--- src/rtl/add8_err_pkg.sv ---
// Shared widths, pair count, FSM state type and helpers for the 8-bit adder error meter.
package add8_err_pkg;

  localparam int unsigned SumAbsW   = 32;
  localparam int unsigned SumSqW    = 40;
  localparam int unsigned MaxAbsW   = 9;
  localparam int unsigned ErrCntW   = 17;
  localparam int unsigned SumHdW    = 20;
  localparam int unsigned PairCount = 65536;

  typedef enum logic [1:0] {
    IDLE  = 2'd0,
    RUN   = 2'd1,
    DRAIN = 2'd2,
    DONE  = 2'd3
  } state_e;

  function automatic logic [3:0] popcount9(input logic [8:0] v);
    logic [3:0] c;
    c = '0;
    for (int i = 0; i < 9; i++) begin
      c = c + 4'(v[i]);
    end
    return c;
  endfunction

endpackage

--- src/rtl/add8_err_delay.sv ---
// Aligns {valid, exact sum} with the adder-under-test latency; a plain wire at zero latency.
module add8_err_delay #(
  parameter int unsigned DUT_LAT = 1,
  parameter int unsigned W       = 10
) (
  input  logic         i_clk,
  input  logic         i_rst,
  input  logic [W-1:0] i_d,
  output logic [W-1:0] o_q
);

  if (DUT_LAT == 0) begin : g_wire
    logic w_unused;
    assign w_unused = i_clk ^ i_rst;
    assign o_q      = i_d;
  end else begin : g_pipe
    logic [W-1:0] r_pipe [DUT_LAT];

    always_ff @(posedge i_clk) begin
      if (i_rst) begin
        for (int i = 0; i < int'(DUT_LAT); i++) begin
          r_pipe[i] <= '0;
        end
      end else begin
        r_pipe[0] <= i_d;
        for (int i = 1; i < int'(DUT_LAT); i++) begin
          r_pipe[i] <= r_pipe[i-1];
        end
      end
    end

    assign o_q = r_pipe[DUT_LAT-1];
  end

endmodule

--- src/rtl/add8_err_meter.sv ---
// Exhaustive error-characterisation engine: sweeps all operand pairs through an 8-bit adder
// under test and accumulates |err|, err^2, max |err|, error count and Hamming distance.
module add8_err_meter
  import add8_err_pkg::*;
#(
  parameter int unsigned DUT_LAT = 1
) (
  input  logic               i_clk,
  input  logic               i_rst,
  input  logic               i_start,
  output logic [7:0]         o_op_a,
  output logic [7:0]         o_op_b,
  output logic               o_op_valid,
  input  logic [8:0]         i_aut_sum,
  output logic               o_busy,
  output logic               o_done,
  output logic [SumAbsW-1:0] o_sum_abs_err,
  output logic [SumSqW-1:0]  o_sum_sq_err,
  output logic [MaxAbsW-1:0] o_max_abs_err,
  output logic [ErrCntW-1:0] o_err_count,
  output logic [SumHdW-1:0]  o_sum_hd
);

  localparam logic [2:0] DrainLast = (DUT_LAT == 0) ? 3'd0 : 3'(DUT_LAT - 1);

  state_e       r_state, w_state_nxt;
  logic         r_start;
  logic [15:0]  r_cnt;
  logic [2:0]   r_drain;
  logic         w_accept, w_last;

  // start is registered, so the sweep begins one cycle after the edge that samples it
  assign w_accept = r_start && (r_state == IDLE || r_state == DONE);
  assign w_last   = (r_cnt == 16'hFFFF);

  always_comb begin
    w_state_nxt = r_state;
    if (w_accept) begin
      w_state_nxt = RUN;
    end else begin
      case (r_state)
        RUN:     if (w_last) w_state_nxt = (DUT_LAT == 0) ? DONE : DRAIN;
        DRAIN:   if (r_drain == DrainLast) w_state_nxt = DONE;
        default: ;
      endcase
    end
  end

  always_ff @(posedge i_clk) begin
    if (i_rst) begin
      r_state <= IDLE;
      r_start <= 1'b0;
      r_cnt   <= '0;
      r_drain <= '0;
    end else begin
      r_state <= w_state_nxt;
      r_start <= i_start;
      if (w_accept) begin
        r_cnt   <= '0;
        r_drain <= '0;
      end else begin
        if (r_state == RUN && !w_last) r_cnt <= r_cnt + 16'd1;
        if (r_state == DRAIN)          r_drain <= r_drain + 3'd1;
      end
    end
  end

  assign o_op_a     = r_cnt[15:8];
  assign o_op_b     = r_cnt[7:0];
  assign o_op_valid = (r_state == RUN);
  assign o_busy     = (r_state == RUN) || (r_state == DRAIN);
  assign o_done     = (r_state == DONE);

  logic [8:0] w_exact;
  logic [9:0] w_dly;
  logic       w_dly_valid;
  logic [8:0] w_dly_exact;

  assign w_exact = {1'b0, o_op_a} + {1'b0, o_op_b};

  add8_err_delay #(
    .DUT_LAT (DUT_LAT),
    .W       (10)
  ) u_delay (
    .i_clk (i_clk),
    .i_rst (i_rst),
    .i_d   ({o_op_valid, w_exact}),
    .o_q   (w_dly)
  );

  assign w_dly_valid = w_dly[9];
  assign w_dly_exact = w_dly[8:0];

  logic signed [9:0] w_diff;
  logic [8:0]        w_abs;
  logic [17:0]       w_sq;
  logic [3:0]        w_hd;

  assign w_diff = $signed({1'b0, i_aut_sum}) - $signed({1'b0, w_dly_exact});
  assign w_abs  = 9'(w_diff[9] ? -w_diff : w_diff);
  assign w_sq   = {9'b0, w_abs} * {9'b0, w_abs};
  assign w_hd   = popcount9(i_aut_sum ^ w_dly_exact);

  logic [SumAbsW-1:0] r_sum_abs;
  logic [SumSqW-1:0]  r_sum_sq;
  logic [MaxAbsW-1:0] r_max_abs;
  logic [ErrCntW-1:0] r_err_cnt;
  logic [SumHdW-1:0]  r_sum_hd;

  always_ff @(posedge i_clk) begin
    if (i_rst || w_accept) begin
      r_sum_abs <= '0;
      r_sum_sq  <= '0;
      r_max_abs <= '0;
      r_err_cnt <= '0;
      r_sum_hd  <= '0;
    end else if (w_dly_valid) begin
      r_sum_abs <= r_sum_abs + SumAbsW'(w_abs);
      r_sum_sq  <= r_sum_sq + SumSqW'(w_sq);
      r_err_cnt <= r_err_cnt + ErrCntW'(w_abs != 9'd0);
      r_sum_hd  <= r_sum_hd + SumHdW'(w_hd);
      if (w_abs > r_max_abs) r_max_abs <= w_abs;
    end
  end

  assign o_sum_abs_err = r_sum_abs;
  assign o_sum_sq_err  = r_sum_sq;
  assign o_max_abs_err = r_max_abs;
  assign o_err_count   = r_err_cnt;
  assign o_sum_hd      = r_sum_hd;

endmodule

--- config.mk ---
export PLATFORM = sky130hd
export DESIGN_NAME = add8_err_meter
export DESIGN_NICKNAME = d
export VERILOG_FILES = /design/src/rtl/add8_err_pkg.sv /design/src/rtl/add8_err_delay.sv /design/src/rtl/add8_err_meter.sv
export SDC_FILE = /design/constraint.sdc
export NUM_CORES = 1
export LEC_CHECK = 0
export CORE_ASPECT_RATIO = 1.4
export CORE_MARGIN = 2
export CORE_UTILIZATION = 44
export DETAILED_ROUTE_END_ITERATION = 7
export PLACE_DENSITY = 0.75
export SLEW_MARGIN = 20
export SYNTH_ARGS = -nofsm -noshare
export SYNTH_HDL_FRONTEND = slang
export SYNTH_SLANG_ARGS = --single-unit
--- constraint.sdc ---
create_clock -name i_clk -period 10.71 [get_ports i_clk]
set_input_delay 3.213 -clock i_clk [delete_from_list [all_inputs] [get_ports i_clk]]
set_output_delay 3.213 -clock i_clk [all_outputs]
set_load 0.1 [all_outputs]
==> results of run 1 <==
[where the power goes]
group | switching (mW) | leakage [nW] | total (mW) | internal, mW
clock network | 0.238 | 0.293 | 0.628 | 0.390
logic | 1.64 | 4.14 | 2.89 | 1.25
registers | 0.0426 | 1.21 | 0.637 | 0.594
total | 1.93 | 5.64 | 4.16 | 2.23
[worst max-delay path, delay by kind of cell]
family | cells | cell delay, ns
AO/OA/AOI/OAI | 6 | 1.09
XOR/XNOR | 2 | 0.29
adder cells (fa/ha/maj) | 8 | 3.40
buffers and inverters | 10 | 1.19
AND/OR/NAND/NOR | 7 | 1.43
[cell type report]
cell class / count / area share (%)
clock buffer: 24 / 3.71
clock inverter: 7 / 0.896
inverter: 151 / 4.27
multi-input combinational: 873 / 51.3
sequential: 150 / 22.6
tap: 306 / 2.89
timing repair buffer: 201 / 14.3
[state kept, by name, indices dropped and copies added (netlist names)]
signal and count:
o_sum_abs_err 32, o_sum_hd 20, r_state 2, o_sum_sq_err 40, r_drain 3, u_delay.g_pipe.r_pipe 10, r_cnt 16, r_start 1
o_max_abs_err 9, o_err_count 17
[layout by cell type, fill, tap and decap left out, types with 52 or more instances in the layout]
master / instances
nor2_1: 177
dfxtp_1: 149
ha_1: 96
clkdlybuf4s50_1: 148
xnor2_1: 67
buf_4: 52
inv_1: 147
xor2_1: 55
fa_1: 54
nand2_1: 63
[worst min path at each step]
stage	depth (start not counted)	slack, ns	start	to
6_report	2	0.49	o_sum_sq_err[15]	o_sum_sq_err[15]
5_1_grt	2	0.51	o_max_abs_err[7]	o_max_abs_err[7]
4_1_cts	2	0.49	o_sum_sq_err[15]	o_sum_sq_err[15]
3_5_place_dp	2	0.48	o_sum_sq_err[16]	o_sum_sq_err[16]
3_3_place_gp	2	0.48	o_sum_sq_err[16]	o_sum_sq_err[16]
2_1_floorplan	2	0.49	r_drain[1]	r_drain[1]
[layer usage]
| layer | vias to the layer above | global-route usage [%] | routed length [um] |
|---|---|---|---|
| met4 | 0 | 8.62 | 756 |
| met3 | 53 | 4.67 | 1090 |
| li1 | 4384 | - | - |
| met5 | - | 0 | 0 |
| met2 | 177 | 39.5 | 13700 |
| met1 | 4213 | 22.8 | 10600 |
[cells by family after synthesis]
kind of cell,after synthesis
xor gates and xnor gates,124
adders and majority gates,150
muxes,31
and+or+nand+nor,397
AOI/OAI and AO/OA,171
buffers and inverters,181
DFF,150
==> metrics.cfg, run 1 <==
[detailed_routing]
avgViaCountPerCell = 5.16
via_count = 8827
dr.pass1.iters = 6
wire_per_inst_um = 15.3
ant_nets = 0
finalWirelength_mm = 26.2
drc = 0
drtIter0Drc = 273

[logic_synthesis]
yosys.area_share.xor_xnor_pct = 10.6
yosys.area.top_type = dfxtp_1
synth_area_leaders = dfxtp_1 29%, ha_1 11%, fa_1 10%, nor2_1 6.4%, xnor2_1 5.6%
synth_adder_area_share_pct = 21.8
netlist_area_mm2 = 0.0105
ys_seq_elements = 150
synth_flop_cell = dfxtp_1
ys_async_sr_fraction_pct = 0
synth_top_area_share_pct = 28.7
synth-compound-area-share_pct = 11.5
synth_edf_count = 0
yosysMostFrequentCell = nor2_1
synth_top_family_by_area = adder cells
synth-simple-area-share_pct = 17.9
ys_seq_area_share_pct = 28.7
synthMuxAreaShare_pct = 2.97
yosys_warnings = 0
synth_area_per_cell_um2 = 8.69
synth_commonest_cells = 178 x nor2_1, 150 x dfxtp_1, 147 x inv_1
synth_cells = 1204
synth_fp_nets = 1366
synth_cell_type_count = 73

[global_routing]
grt_usage_pct = 21.2
antenna_found_initial = 0
grt_overflow = 0
grt_max_degree = 72
grt_pass1_wl_mm = 42.8
grt_pass1_vias = 8909

[timing]
rsz0062_at_grt = false
relSlewSlack_pct = 29.6
worst_pin_slew_ns = 1.05
period_share_pct = 96.6
hold_ws_ns = 0.489
setup_ws_ns = 0.368
fmax_mhz = 96.7
min_period_ns = 10.34
slew_violations = 0
setup-tns-final_ns = 0
hold_viol_final = 0
skew_ns = 0.00858
finalSetupViolCount = 0

[setup_path]
r2r_start = u_delay.g_pipe.r_pipe[0][0]
crit_start = i_aut_sum[0]
r2r_end = o_sum_sq_err[38]
endpoint_kind = register
rr_worst_depth = 31
rrSetupSlack_ns = 3.28
required_ns = 11.01
max_stage_delay_ns = 0.55
cp_common_cell = fa_1
criticalPathCategory = in -> reg
crit_path_max_fanout = 14
crit_end = o_sum_sq_err[38]
cp-start-kind = primary input
critical_path_arrival_ns = 10.64
critical-path-slowest-cell = or4b_4

[final_layout]
final_core_util_pct = 57.0
post-route-cell-area_mm2 = 0.0133
multi_input_area_mm2 = 0.00681
syn_to_final_growth_pct = 26.8
finalNonFillerCells = 1712
antenna_cells = 0
drive_gt1_share_pct = 8.04
final-seq-area_mm2 = 0.00300
final_nets = 1556
n_fill_cell = 2106

[floorplanning]
core_mm2 = 0.0233
die_height_um = 186
start_util_pct = 44.9
fp.dieW_um = 134
ios = 149
dieArea_mm2 = 0.0250
core.rowCount = 66

[place]
place_area_mm2 = 0.0126
dp_cells = 1681
place_ws_ns = -0.157
hpwl_mm = 20.1
routabilityCongestion = 0.910
portBuffers = 148

[clocking]
cts_inserted_buffers = 17
cts_hold_buf = 0
numClockSinks = 150
cts_setup_buffers = 0
clkLatencyLatePin_ns = 0.44
post_cts_resized = 0
htreeDepth = 4
cts_tree = built
cts.clk_slew.worst_paths_ns = 0.06
cts-root-buf = clkbuf_16
cts_buffer_depth = 2

[min_path]
hp-class = reg -> reg

[flow_run]
max_cap_viol_count = 0

[pwr]
peakVddDrop_mv = 0.325
power_mw = 4.16
p_leak_nw = 5.64
power.density_mw_per_mm2 = 313

[outcome]
status = completed

Note: power is estimated with default switching activity, not from simulation.
==> inputs of run 2 (changes only) <==
Settings changed: ABC_AREA from default to 1, CTS_BUF_LIST from default to sky130_fd_sc_hd__clkbuf_8 sky130_fd_sc_hd__clkbuf_16, PLACE_DENSITY 0.75 to 0.74.
==> run 2 against run 1 <==
First-iteration DRC count up 140%. Final cell count increased by 27%. Sequential share of layout area fell by 1.1 points. Non-clock buffer count shrank 45. Count of clock-buffer cells in the layout fell by 5.
==> metrics.cfg, run 2 <==
[timing]
rsz0062_at_grt = false
setup-tns-final_ns = 0
finalSetupViolCount = 0
hold_viol_final = 0
period_share_pct = 93.9
worst_pin_slew_ns = 1.12
relSlewSlack_pct = 25.3
fmax_mhz = 99.4
slew_violations = 0
skew_ns = 0.0188
min_period_ns = 10.06
hold_ws_ns = 0.481

[detailed_routing]
drc = 0
finalWirelength_mm = 30.5
wire_per_inst_um = 14.1
dr.pass1.iters = 7
via_count = 11200
avgViaCountPerCell = 5.16
drtIter0Drc = 650
ant_nets = 0

[logic_synthesis]
synth_area_per_cell_um2 = 6.84
yosys.area_share.xor_xnor_pct = 2.73
synth-simple-area-share_pct = 26.2
yosysMostFrequentCell = inv_1
synth-compound-area-share_pct = 12.6
synth_top_area_share_pct = 26.0
synth_flop_cell = dfxtp_1
synth_area_leaders = dfxtp_1 26%, inv_1 11%, ha_1 10%, nand2_1 10%, fa_1 9.4%
synth_cell_type_count = 47
synth_edf_count = 0
synth_top_family_by_area = simple AND/OR/NAND/NOR gates
ys_seq_elements = 150
ys_async_sr_fraction_pct = 0
synth_fp_nets = 1852
synthMuxAreaShare_pct = 0.0866
yosys.area.top_type = dfxtp_1
netlist_area_mm2 = 0.0116
synth_cells = 1690
synth_commonest_cells = 336 x inv_1, 312 x nand2_1, 194 x nor2_1
ys_seq_area_share_pct = 26.0
synth_adder_area_share_pct = 19.7
yosys_warnings = 0

[clocking]
cts_tree = built
cts_buffer_depth = 2
cts_setup_buffers = 0
cts-root-buf = clkbuf_16
cts_hold_buf = 0
post_cts_resized = 0
clkLatencyLatePin_ns = 0.45
cts.clk_slew.worst_paths_ns = 0.07
numClockSinks = 150
cts_inserted_buffers = 17
htreeDepth = 4

[final_layout]
finalNonFillerCells = 2169
final_nets = 1995
antenna_cells = 0
final_core_util_pct = 53.7
layout_common_cells = 336 x inv_1, 312 x nand2_1, 193 x nor2_1
largest_reg_flops = 40
layout_commonest_cell = inv_1
syn_to_final_growth_pct = 20.8
drive_gt1_share_pct = 4.77

[floorplanning]
core_mm2 = 0.0260
start_util_pct = 44.4
core.rowCount = 70
dieArea_mm2 = 0.0276
die_height_um = 196
fp.dieW_um = 141
ios = 149

[pwr]
peakVddDrop_mv = 0.191
power_mw = 3.47
power.density_mw_per_mm2 = 249
p_leak_nw = 6.30

[global_routing]
grt_pass1_wl_mm = 51.0
antenna_found_initial = 0
grt_max_degree = 80
grt_pass1_vias = 11000
grt_usage_pct = 22.7
grt_overflow = 0

[min_path]
hp-class = reg -> reg
worstHoldStart = r_drain[2]

[setup_path]
critical_path_arrival_ns = 10.43
critPathTopFamily = adder cells
crit_start = i_aut_sum[0]
critical-path-slowest-cell = fa_1
r2r_start = u_delay.g_pipe.r_pipe[0][0]
crit_buf_inv = 10
cp_common_cell = inv_1
max_stage_delay_ns = 0.55
criticalPathCategory = in -> reg
required_ns = 11.08
endpoint_kind = register
crit_path_max_fanout = 10
cp-start-kind = primary input

[outcome]
status = completed

[place]
routabilityCongestion = 0.895
hpwl_mm = 23.9
dp_cells = 2138
portBuffers = 148

[flow_run]
max_cap_viol_count = 0

[run 2: cell count changes in the layout (fill, tap and decap cells not counted), sizes merged, moves of 30 or more]
cell	previous run	this run
mux2i	31	1
buf	53	8
nand3	33	89
o21ai	29	111
inv	151	349
nand2	65	324
xor2	56	26
xnor2	68	10
a21oi	47	135
[run 2: final cells by class]
| cell class | count | area [um2] |
|---|---|---|
| clock inverters | 12 | 146 |
| clock buffers | 19 | 453 |
| flip-flops and latches | 150 | 3000 |
| well taps | 324 | 405 |
| multi-input cells | 1162 | 7100 |
| fillers | 2471 | 12100 |
| repair buffers | 156 | 1540 |
| inverters | 346 | 1300 |
[run 2: final timing paths]
path / slack [ns] / to / cells past startpoint
setup / recovery: 0.65 / o_sum_sq_err[39] / 36
hold / removal: 0.48 / r_drain[2] / 2
setup reg to reg: 3.57 / o_sum_sq_err[39] / 34
hold reg to reg: 0.48 / r_drain[2] / 2
[run 2: worst min-delay path, stage by stage (launching register included)]
cell	delay, ns
dfxtp_1	0.30
inv_1	0.08
a21oi_1	0.06
[run 2: cells by family (layout without fill, tap and decap cells)]
kind of cell,Yosys count,count (layout)
AO/OA/AOI/OAI,270,270
XOR/XNOR,36,36
adder cells (fa/ha/maj),150,150
buffers and inverters,378,533
flip-flops,150,150
multiplexers,1,1
AND/OR/NAND/NOR,705,705
[run 2: where the power goes]
part | switching [mW] | leakage (nW) | internal, mW
clock network | 0.259 | 0.289 | 0.359
logic | 1.48 | 4.80 | 0.740
registers | 0.0365 | 1.21 | 0.596
total | 1.77 | 6.30 | 1.69
[run 2: metrics by stage]
stage,worst slack (ns),cell area (um2)
2_1_floorplan,1.31,11600
3_3_place_gp,0.361,13400
3_5_place_dp,0.236,13400
4_1_cts,0.689,14000
5_1_grt,0.0727,14000
6_report,0.652,14000
[run 2: metal layers]
| metal | routed length, um | global-route usage, % | up-vias |
|---|---|---|---|
| li1 | - | - | 5638 |
| met1 | 12300 | 25.5 | 5121 |
| met2 | 15400 | 41.4 | 353 |
| met3 | 1830 | 4.88 | 77 |
| met4 | 1030 | 9.07 | 0 |
| met5 | 0 | 0 | - |
